**config.mk**
```make
export PLATFORM = sky130hd
export DESIGN_NAME = instruction_fetch
export DESIGN_NICKNAME = d
export VERILOG_FILES = /design/src/rtl/fetch_pkg.sv /design/src/rtl/pc_register.sv /design/src/rtl/instruction_fetch.sv
export SDC_FILE = /design/constraint.sdc
export NUM_CORES = 1
export LEC_CHECK = 0
export ABC_AREA = 0
export CAP_MARGIN = 5
export CORE_ASPECT_RATIO = 1.5
export CORE_MARGIN = 3
export CORE_UTILIZATION = 33
export DETAILED_ROUTE_END_ITERATION = 8
export PLACE_DENSITY = 0.71
export SETUP_SLACK_MARGIN = 0.1
export SLEW_MARGIN = 25
export SYNTH_ARGS = -nofsm -noshare
export SYNTH_HDL_FRONTEND = slang
export SYNTH_SLANG_ARGS = --single-unit
```
**constraint.sdc**
```tcl
create_clock -name clk -period 1.8 [get_ports clk]
set_input_delay 0.36 -clock clk [delete_from_list [all_inputs] [get_ports clk]]
set_output_delay 0.36 -clock clk [all_outputs]
set_load 0.01 [all_outputs]
```
**src/rtl/fetch_pkg.sv**
```systemverilog
// Shared types and constants for the instruction fetch stage.
package fetch_pkg;

  localparam logic [31:0] WORD_BYTES           = 32'd4;
  localparam logic [31:0] DEFAULT_RESET_VECTOR = 32'h0000_0000;
  localparam logic [31:0] ARM_PC_READ_OFFSET   = 32'd8;

  // Registered fetch bundle handed to decode.
  typedef struct packed {
    logic [31:0] instr;
    logic [31:0] pc;
    logic [31:0] pc_plus8;
  } fetch_bundle_t;

  // Occupancy of the single bundle register; FULL means out_valid is high.
  typedef enum logic {
    EMPTY = 1'b0,
    FULL  = 1'b1
  } bundle_state_e;

endpackage

```
**src/rtl/pc_register.sv**
```systemverilog
// Program counter for the fetch stage: reset, word-aligned redirect, and
// sequential increment. All arithmetic wraps modulo 2^32.
module pc_register
  import fetch_pkg::*;
#(
  parameter logic [31:0] RESET_VECTOR = DEFAULT_RESET_VECTOR,
  parameter logic [31:0] PC_STEP      = WORD_BYTES
) (
  input  logic        clk,
  input  logic        rst_n,
  input  logic        i_load,
  input  logic        i_redirect,
  input  logic [31:0] i_target,
  output logic [31:0] o_pc
);

  logic [31:0] r_pc;

  // Redirect wins over a sequential advance; otherwise the PC holds.
  always_ff @(posedge clk or negedge rst_n) begin
    if (!rst_n) begin
      r_pc <= RESET_VECTOR;
    end else if (i_redirect) begin
      // NOTE: state registers use non-blocking assignments so every flop samples pre-edge values.
      r_pc <= i_target & ~32'h3;
    end else if (i_load) begin
      r_pc <= r_pc + PC_STEP;
    end
  end

  assign o_pc = r_pc;

endmodule

```
**src/rtl/instruction_fetch.sv**
```systemverilog
// Fetch stage: drives the combinational instruction memory from the PC and
// captures the returned word into a one-entry bundle register with a
// valid/ready handshake toward decode. Execute redirects flush the bundle.
// Optional performance counters are built when FETCH_PERF_CNT_EN is defined;
// otherwise the perf ports read zero.
module instruction_fetch
  import fetch_pkg::*;
#(
  parameter logic [31:0] RESET_VECTOR   = DEFAULT_RESET_VECTOR,
  parameter logic [31:0] PC_STEP        = WORD_BYTES,
  parameter logic [31:0] PC_READ_OFFSET = ARM_PC_READ_OFFSET
) (
  input  logic        clk,
  input  logic        rst_n,
  input  logic        fetch_en,
  input  logic        redirect_valid,
  input  logic [31:0] redirect_target,
  output logic [31:0] imem_addr,
  input  logic [31:0] imem_instruction,
  output logic        out_valid,
  input  logic        out_ready,
  output logic [31:0] out_instr,
  output logic [31:0] out_pc,
  output logic [31:0] out_pc_plus8,
  output logic [31:0] perf_fetch_count,
  output logic [31:0] perf_redirect_count
);

  bundle_state_e r_state;
  fetch_bundle_t r_bundle;
  logic [31:0]   w_pc;
  logic          w_load;

  // A new word is captured when fetching is enabled, no redirect is pending,
  // and the bundle register is empty or being drained this cycle.
  assign w_load = fetch_en & ~redirect_valid & ((r_state == EMPTY) | out_ready);

  pc_register #(
    .RESET_VECTOR (RESET_VECTOR),
    .PC_STEP      (PC_STEP)
  ) u_pc (
    .clk        (clk),
    .rst_n      (rst_n),
    .i_load     (w_load),
    .i_redirect (redirect_valid),
    .i_target   (redirect_target),
    .o_pc       (w_pc)
  );

  // Memory is combinational, so the PC goes straight out as the fetch address.
  assign imem_addr = w_pc;

  // Bundle EMPTY/FULL tracking: redirect flushes, load fills, bare accept drains.
  always_ff @(posedge clk or negedge rst_n) begin
    if (!rst_n) begin
      r_state  <= EMPTY;
      r_bundle <= '0;
    end else if (redirect_valid) begin
      r_state <= EMPTY;
    end else if (w_load) begin
      r_state           <= FULL;
      r_bundle.instr    <= imem_instruction;
      r_bundle.pc       <= w_pc;
      r_bundle.pc_plus8 <= w_pc + PC_READ_OFFSET;
    end else if ((r_state == FULL) && out_ready) begin
      r_state <= EMPTY;
    end
  end

  assign out_valid    = (r_state == FULL);
  assign out_instr    = r_bundle.instr;
  assign out_pc       = r_bundle.pc;
  assign out_pc_plus8 = r_bundle.pc_plus8;

`ifdef FETCH_PERF_CNT_EN
  logic [31:0] r_fetch_cnt;
  logic [31:0] r_redirect_cnt;

  // Count bundles accepted by decode and redirects seen from execute.
  always_ff @(posedge clk or negedge rst_n) begin
    if (!rst_n) begin
      r_fetch_cnt    <= '0;
      r_redirect_cnt <= '0;
    end else begin
      if (out_valid && out_ready) r_fetch_cnt    <= r_fetch_cnt + 32'd1;
      if (redirect_valid)         r_redirect_cnt <= r_redirect_cnt + 32'd1;
    end
  end

  assign perf_fetch_count    = r_fetch_cnt;
  assign perf_redirect_count = r_redirect_cnt;
`else
  assign perf_fetch_count    = 32'h0;
  assign perf_redirect_count = 32'h0;
`endif

endmodule

```
==> Yosys cells after proc, flatten, opt, wreduce, memory -nomap -nowiden <==
Cells that the tools add are included.
{ "classes": {"reduce_logical": 4, "div": 0, "n_addsub": 2, "shifts": 0, "n_mul": 0, "mux": 5, "n_eq_ne": 0, "bitwise": 5, "magnitude_cmp": 0} }
{ "op_table": {"columns": ["operator", "count"], "rows": [
  ["$mux 32", 2],
  ["$add 32x3->32 const B", 1],
  ["$add 32x4->32 const B", 1],
  ["$mux 1", 3],
  ["$reduce_bool 3->1", 1],
  ["$and 1x1->1", 2],
  ["$not 1->1", 2],
  ["$reduce_and 2->1", 1],
  ["$reduce_bool 2->1", 1],
  ["$logic_and 1x1->1", 1],
  ["$or 1x1->1", 1]
]} }
{ "word_totals": {"latch_bits": 0, "mem_count": 0, "rom_bits": 0, "ramBits": 0, "wordCells": 21, "inputBits": 69, "ff_bits": 129, "output_inout_bits": 193} }

==> Depth between registers and ports, before layout <==
Gate-level depths: netlist (run 1).
{ "depth": {"word_depth": 5, "depth_mapped": 8} }

==> Modules after synthesis <==
From an unflattened synthesis (run 1), not the netlist that was laid out.
{ "unflattened": {"hier_cells": 716, "hier_area_um2": 6348.6} }
{ "modules_own_cells": {"columns": ["module", "area_each_um2", "cells_each", "seq_area_each_um2", "n_inst"], "rows": [
  ["instruction_fetch", 4619.4, 524, 2352.3, 1],
  ["pc_register", 1729.2, 192, 750.7, 1]
]} }

==> Worst setup path before layout (run 1) <==
Ideal clock, no wire load.
{ "synth_path": {"path_kind": "register to register", "startpoint": "register u_pc.r_pc[4] (netlist: u_pc.o_pc[4])", "endpoint": "register u_pc.r_pc[19] (netlist: u_pc.o_pc[19])", "setup_slack_ns": -0.170, "synth_period_minus_slack_ns": 1.970, "t_arrival_ns": 1.888, "required_time_ns": 1.717, "stages_incl_launch_ff": 8, "cell_sequence": "dfrtp_1 ha_1 nand3_1 nor4_4 buf_2 nand3_1 xor2_1 o21ai_0"} }
{ "synth_between": {"elab_chain_cells": 3} }
{ "synth_lines": {"columns": ["item", "line", "source"], "rows": [
  ["start, declared", "pc_register.sv:17", "logic [31:0] r_pc;"],
  ["start signal, assigned", "pc_register.sv:25", "r_pc <= i_target & ~32'h3;"],
  ["start signal, assigned", "pc_register.sv:27", "r_pc <= r_pc + PC_STEP;"],
  ["$add 32x3->32", "pc_register.sv:27", null],
  ["$mux 32", "pc_register.sv:26", "end else if (i_load) begin"],
  ["$mux 32", "pc_register.sv:23", "end else if (i_redirect) begin"]
]} }
No other way between the ends. The select of a mux whose other input is x is not followed.
A chain may end at the register's enable or synchronous reset.

==> Worst setup path in the final report (run 1) <==
{ "layout_path": {"startpoint": "register u_pc.r_pc[3] (netlist: u_pc.o_pc[3])", "endpoint": "register r_bundle, in the netlist out_pc_plus8[22]"} }
{ "layout_between": {"elab_chain_cells": 1} }
{ "layout_lines": {"columns": ["item", "line", "source"], "rows": [
  ["$add 32x4->32", "instruction_fetch.sv:64", "r_bundle.pc_plus8 <= w_pc + PC_READ_OFFSET;"],
  ["end, declared", "instruction_fetch.sv:30", "fetch_bundle_t r_bundle;"]
]} }
No other way between the ends.

==> flow_summary.rst, run 1 <==
.. list-table::
   :header-rows: 1

   * - Metric
     - Value
   * - Maximum cell stage delay along the critical path
     - about 0.63 ns
   * - Crit path buf inv count
     - 1
   * - Required time reported for the critical path endpoint
     - ~2.1 ns
   * - Total wire length after detailed routing
     - 19,200 um
   * - Num rows
     - 60
   * - CTS tree
     - yes
   * - Crit-path slowest cell
     - or4_4
   * - Fraction of registers with async set/reset
     - 1.00
   * - Most used DFF post-synth
     - dfrtp_1
   * - Period utilisation layout
     - 0.988
   * - Antenna Violating Nets Remaining
     - 0
   * - Cell family with most CP delay
     - simple AND/OR/NAND/NOR gates
   * - Max Cap Violations
     - 0
   * - Pin count of the biggest net entering global routing
     - 69
   * - Half-perimeter wire length after detailed placement
     - 13,800 um
   * - Initial Util
     - 0.341
   * - IO Pins
     - 262
   * - Synth Area in XOR/XNOR
     - 0.0777
   * - Crit. End Element
     - flop
   * - Arithmetic-cell share of the synthesized area counting full adders, half adders and majority gates
     - 0.00404
   * - Total Routing Usage GR
     - 0.187
   * - Antenna violations before repair
     - 1
   * - Final Wtd Congestion
     - between 0.8 and 0.9
   * - Proportion of netlist area held by the largest area contributor
     - 0.493
   * - P per Cell Area
     - approximately 950 mW/mm^2
   * - Arrival time of data at the critical path endpoint
     - ~2.1 ns
   * - Placed inst area
     - 0.00850 sq mm
   * - Die Footprint
     - roughly 0.020 sq mm
   * - Net count, final
     - 1,039
   * - Max rail drop VDD
     - 621 uV
   * - Count of endpoints failing hold in the final timing report
     - 0
   * - CP Max Fanout
     - 5
   * - Number of design rule violations left after detail routing
     - 0
   * - Proportion of layout cells with a drive suffix above 1
     - 0.187
   * - Die outline height
     - 174 um
   * - Worst Hold Slack
     - between 0.3 and 0.4 ns
   * - Area fraction in compound gates after synthesis
     - 0.0489
   * - Ranking of synthesized cells by instance count
     - nand2_1 (262), dfrtp_1 (122), buf_4 (76)
   * - Placeable core area
     - 0.0182 sq mm
   * - Count of flip-flops with a built-in enable after synthesis
     - 0
   * - Count of port buffers added during placement
     - ~190
   * - Number of design-rule violations left by the first detailed-router iteration
     - 217
   * - Gate count of the mapped netlist
     - 707
   * - Total of warnings raised by yosys
     - 0
   * - Fraction of the yosys area taken by sequential cells
     - 0.493
   * - Die outline width
     - roughly 120 um
   * - Multiplexer area fraction after synthesis
     - 0.00343
   * - Clock buffer depth
     - 2
   * - Number of distinct library cells after synthesis
     - 40
   * - CTS H-tree lvls
     - 4
   * - Setup repair after global routing missed its margin
     - yes
   * - Simple-gate area share of the yosys netlist
     - 0.241
   * - First-pass GRT wire length
     - 30,300 um
   * - Kind of start point of the critical path
     - flop
   * - Layout area overhead
     - 56.1%
   * - Final max-slew violation count
     - 0
   * - Average footprint of a synthesized cell
     - 8.76 sq um
   * - Per-cell routed wire length
     - 15.7 um
   * - CTS Buf Count
     - 17
   * - Most common cell in the synthesized netlist
     - nand2_1
   * - Final clock skew
     - 0.0127 ns
   * - Maximum clock frequency
     - ~0.56 GHz
   * - Worst hold-check path type
     - input port to flop
   * - Summed instance area of the synthesized netlist
     - 0.00620 sq mm
   * - Router iterations before antenna repair
     - 4
   * - Vias in the first global route
     - 5,539
   * - Number of vias per cell after detailed routing
     - between 4 and 5
   * - Buffer cell driving the clock tree root
     - clkbuf_16
   * - Post-synthesis register bit count
     - 122
   * - Status
     - completed
   * - Cell Chain, Critical Path
     - buf_12 > nand3_4 > or4_4 > nor2_4 > xnor2_2 > o21ai_1
   * - Total congestion overflow
     - 0
   * - Clock transition at the registers of the reported paths
     - roughly 0.050 ns
   * - Leakage power
     - ~5 nW
   * - Worst setup slack after layout
     - 0.0223 ns
   * - Largest cells by area after synthesis
     - dfrtp_1 (49%), nand2_1 (16%), buf_4 (9.2%), xor2_1 (4.4%), o21ai_0 (3.9%)
   * - Main combinational cell family by area after synthesis
     - simple AND/OR/NAND/NOR gates
   * - CTS sink count
     - between 100 and 150
   * - Minimum period implied by the final worst setup slack
     - 1.78 ns
   * - Worst-Skew Late Latency
     - about 0.42 ns
   * - Vias post-DR
     - 5,480
   * - Library cell with the largest summed area after synthesis
     - dfrtp_1
   * - Post-Layout Inst Area
     - ~0.0097 sq mm
   * - Worst slack after detailed placement
     - -0.250 ns
   * - Count of final setup violators
     - 0
   * - Worst setup path class
     - flop to flop
-- state kept, by name (all words and copies together) (netlist names) --
signal,count
out_instr,32
out_pc,30
out_pc_plus8,29
out_valid,1
u_pc.o_pc,30
-- report_power, final --
part	switching (W)	internal, W
clock network	0.00120	0.00237
registers	0.000229	0.00314
logic	0.00110	0.00113
total	0.00253	0.00664
-- kinds of logic (layout without fill, tap and decap cells) --
logic type,count (synthesis),after routing
flops,122,122
compound gates,59,59
fa+ha+maj,2,2
simple gates,346,346
mux,2,2
other cells,1,71
xor+xnor,55,55
buf+inv,120,324
-- metrics by stage --
stage                     cells  total power, W   util  TNS (ns)
final                      1229         0.00917  0.532         0
after global routing       1229         0.00963  0.532     -1.22
after CTS                  1214         0.00924  0.511         0
after detailed placement   1165         0.00565  0.468     -6.82
after global placement     1165         0.00561  0.468     -5.79
after floorplan             776         0.00440      -         0
-- layer usage --
| layer | global-route usage | routed length (um) | vias up |
|---|---|---|---|
| li1 | - | - | 2641 |
| met1 | 0.213 | 7500 | 2607 |
| met2 | 0.331 | 10100 | 189 |
| met3 | 0.0424 | 968 | 43 |
| met4 | 0.0851 | 650 | 0 |
| met5 | 0 | 0 | - |
-- cell usage in the layout, fill, tap and decap left out, types with 6 or more instances in the layout --
cell and instances:
dfrtp_2 8, xnor2_1 20, nand3_1 12, nor2_4 7, buf_6 13, nor3_1 7, nor2_1 6, buf_12 8
clkdlybuf4s50_1 93, clkbuf_16 17, dlymetal6s2s_1 43, o21ai_0 32, conb_1 70, nand4_1 19, o21ai_1 25, nand2_1 260
dfrtp_1 114, dlygate4sd2_1 43, buf_4 80, xor2_1 30
-- worst register-to-register path, stage by stage (launching register included) --
cell and delay (ns):
dfrtp_2 0.43, buf_12 0.13, nand3_4 0.08, or4_4 0.64, nor2_4 0.14, xnor2_2 0.14, o21ai_1 0.09
-- repair_timing --
item | 4_1_cts | 5_1_grt
setup endpoints to repair | 81 | 92
cloned | 0 | 0
resized for setup | 76 | 108
hold buffers | 1 | 0
hold endpoints to repair | 35 | 0
pin swaps | 10 | 23
buffers inserted | 17 | 16
-- final cells by class --
type | count | area, sq um
clock buffer | 23 | 468
multi-input combinational | 534 | 2840
tap | 248 | 310
clock inverter | 8 | 143
antenna | 1 | 2.50
fill | 1679 | 8490
inverter | 2 | 7.51
sequential | 122 | 3060
timing repair buffer | 291 | 2840
-- final timing paths --
kind | startpoint | to | slack, ns | cells past startpoint
min reg2reg | out_instr[27] | out_instr[27] | 0.46 | 2
min | redirect_valid | u_pc.o_pc[3] | 0.34 | 3
max | u_pc.o_pc[3] | out_pc_plus8[22] | 0.02 | 6
max reg2reg | u_pc.o_pc[3] | out_pc_plus8[22] | 0.02 | 6
min in group asynchronous | rst_n | out_pc[5] | 0.41 | 2
max in group asynchronous | rst_n | u_pc.o_pc[19] | 0.76 | 3
(Power assumes the default switching activity.)
==> inputs of run 2 (changes only) <==
--- a/config.mk
+++ b/config.mk
@@ -11,7 +11,8 @@
 export CORE_MARGIN = 3
 export CORE_UTILIZATION = 33
 export DETAILED_ROUTE_END_ITERATION = 8
-export PLACE_DENSITY = 0.71
+export GPL_TIMING_DRIVEN = 0
+export PLACE_DENSITY = 0.69
 export SETUP_SLACK_MARGIN = 0.1
 export SLEW_MARGIN = 25
 export SYNTH_ARGS = -nofsm -noshare
==> constraint.sdc (replaced) <==
create_clock -name clk -period 2.2 [get_ports clk]
set_input_delay 0.44 -clock clk [delete_from_list [all_inputs] [get_ports clk]]
set_output_delay 0.44 -clock clk [all_outputs]
set_load 0.01 [all_outputs]
==> flow_summary.rst, run 2 (synthesized netlist as in run 1, its figures left out) <==
.. list-table::
   :header-rows: 1

   * - Metric
     - Value
   * - CTS sink count
     - 122 (unchanged)
   * - Crit. End Element
     - flop
   * - Final Wtd Congestion
     - 0.829 (-0.91%)
   * - Placeable core area
     - 0.0182 sq mm (unchanged)
   * - Total congestion overflow
     - 0 (unchanged)
   * - Antenna violations before repair
     - 1 (unchanged)
   * - Vias post-DR
     - 5,475 (-0.091%)
   * - Per-cell routed wire length
     - 15.1 um (-3.8%)
   * - Layout area overhead
     - 51.2%
   * - Post-Layout Inst Area
     - 0.00937 sq mm (-3.2%)
   * - Buffer cell driving the clock tree root
     - clkbuf_16
   * - Status
     - completed
   * - Kind of start point of the critical path
     - flop
   * - Initial Util
     - 0.341 (unchanged)
   * - CTS Buf Count
     - 17 (unchanged)
   * - Final max-slew violation count
     - 0 (unchanged)
   * - Total design power
     - 0.00751 W (-18%)
   * - Minimum period implied by the final worst setup slack
     - 2.00 ns (+0.220 ns)
   * - Worst Hold Slack
     - 0.407 ns (+0.0662 ns)
   * - CTS H-tree lvls
     - 4 (unchanged)
   * - Pin count of the biggest net entering global routing
     - 83 (+20%)
   * - Commonest non-fill, non-tap cell in the layout
     - nand2_1
   * - Max rail drop VDD
     - 416 uV (-33%)
   * - Antenna Violating Nets Remaining
     - 0 (unchanged)
   * - Number of design rule violations left after detail routing
     - 0 (unchanged)
   * - Number of vias per cell after detailed routing
     - 4.39 (-1.5%)
   * - Final std cells w/o fill
     - 1,247 (+1.5%)
   * - Worst hold-check path type
     - input port to flop
   * - Die outline height
     - 174 um (unchanged)
   * - CP Max Fanout
     - 10 (+5)
   * - Required time reported for the critical path endpoint
     - 2.49 ns (+0.40 ns)
   * - Worst slack after detailed placement
     - -0.606 ns (-0.356 ns)
   * - CTS tree
     - yes
   * - Tightest slew margin relative to the limit
     - 0.618
   * - P per Cell Area
     - 802 mW/mm^2 (-15%)
   * - Setup repair after global routing missed its margin
     - yes
   * - Placed inst area
     - 0.00868 sq mm (+2.1%)
   * - Highest-count cells in the layout ignoring fill and taps
     - nand2_1 (262), clkdlybuf4s50_1 (187), dfrtp_1 (119), buf_4 (78), conb_1 (70)
   * - Count of endpoints failing hold in the final timing report
     - 0 (unchanged)
   * - Half-perimeter wire length after detailed placement
     - 14,400 um (+4.8%)
   * - Worst-Skew Late Latency
     - 0.41 ns (about the same)
   * - Number of flip-flops in the largest register
     - 32 (unchanged)
   * - Count of final setup violators
     - 0 (unchanged)
   * - Worst setup slack after layout
     - 0.202 ns (+0.180 ns)
   * - Worst-Margin Slew
     - 0.568 ns
   * - First-pass GRT wire length
     - 29,800 um (-1.5%)
   * - Die Footprint
     - 0.0205 sq mm (unchanged)
   * - Arrival time of data at the critical path endpoint
     - 2.29 ns (+0.23 ns)
   * - Vias in the first global route
     - 5,357 (-3.3%)
   * - Max Cap Violations
     - 0 (unchanged)
   * - Num rows
     - 60 (unchanged)
   * - Total Routing Usage GR
     - 0.182 (-0.00444)
   * - Total instance count after detailed placement
     - 1,213 (+4.1%)
   * - Clock transition at the registers of the reported paths
     - 0.06 ns (about the same)
   * - Maximum clock frequency
     - 0.501 GHz (-11%)
   * - Leakage power
     - 4.38 nW (-14%)
   * - Filler Cell Count
     - 1,722 (+2.6%)
   * - Final clock skew
     - 0.00775 ns (-0.00497 ns)
   * - Total wire length after detailed routing
     - 18,800 um (-2.4%)
   * - Net count, final
     - 1,057 (+1.7%)
   * - Die outline width
     - 118 um (unchanged)
   * - Number of design-rule violations left by the first detailed-router iteration
     - 260 (+20%)
   * - IO Pins
     - 262 (unchanged)
   * - Clock buffer depth
     - 2 (unchanged)
   * - Worst setup path class
     - flop to flop
   * - Count of port buffers added during placement
     - 188 (-0.53%)
   * - Router iterations before antenna repair
     - 4 (unchanged)
   * - Period utilisation layout
     - 0.908 (-0.0795)
   * - Proportion of layout cells with a drive suffix above 1
     - 0.156 (-0.0304)
-- run 2: cell count changes in the layout (fill, tap and decap cells not counted), sizes merged, moves of 11 or more --
| cell | delta |
|---|---|
| clkdlybuf4s50 | +94 |
| dlygate4sd2 | -43 |
| dlymetal6s2s | -43 |
| clkbuf | +19 |
| buf | -11 |
-- run 2: stage by stage --
stage	utilization	TNS, ns
after global routing	0.515	0
after global placement	0.476	-570.15
after CTS	0.514	0
after floorplan	-	0
final	0.515	0
after detailed placement	0.478	-52.08
-- run 2: cell type report --
type,count,area (sq um),share of cell area
Sequential cell,122,3060,0.326
Multi-Input combinational cell,534,2620,0.280
Timing Repair Buffer,191,1930,0.206
Buffer,118,826,0.0882
Clock buffer,18,429,0.0458
Tap cell,248,310,0.0331
Clock inverter,13,178,0.0190
Inverter,2,7.51,0.000802
Antenna cell,1,2.50,0.000267
-- run 2: worst max-delay path, stage by stage, from the launching register on --
cell and delay, ns:
dfrtp_1 0.34, buf_2 0.25, nand4_1 0.21, nor4_4 0.36
buf_4 0.19, nand4_1 0.10, xnor2_1 0.15, mux2_2 0.26
-- run 2: what timing repair did --
action / in CTS / in global routing
pin swaps: 1 / 0
endpoints found under the setup margin: 108 / 108
buffers inserted: 1 / 0
gates resized for setup: 9 / 30
endpoints found under the hold margin: 40 / 0
hold buffers: 1 / 0
-- run 2: power by group --
| part | switching (W) | internal [W] | total, W |
|---|---|---|---|
| clock network | 0.00102 | 0.00188 | 0.00290 |
| registers | 0.000218 | 0.00257 | 0.00279 |
| logic | 0.000844 | 0.000975 | 0.00182 |
| total | 0.00208 | 0.00542 | 0.00751 |
-- run 2: path summary, 6_finish.rpt --
check                               start  cells after the start            end  slack (ns)
setup / recovery             u_pc.o_pc[9]                      7  u_pc.o_pc[25]        0.20
hold / removal             redirect_valid                      4   out_instr[1]        0.41
setup reg to reg             u_pc.o_pc[9]                      7  u_pc.o_pc[25]        0.20
hold reg to reg             out_instr[24]                      2  out_instr[24]        0.47
max in group asynchronous           rst_n                      3  u_pc.o_pc[17]        0.92
min in group asynchronous           rst_n                      2     out_pc[29]        0.54
-- run 2: routing by layer --
| layer | wire, um | track usage | vias to the layer above |
|---|---|---|---|
| li1 | - | - | 2689 |
| met1 | 7200 | 0.204 | 2533 |
| met2 | 9800 | 0.331 | 218 |
| met3 | 1230 | 0.0454 | 35 |
| met4 | 569 | 0.0724 | 0 |
| met5 | 0 | 0 | - |
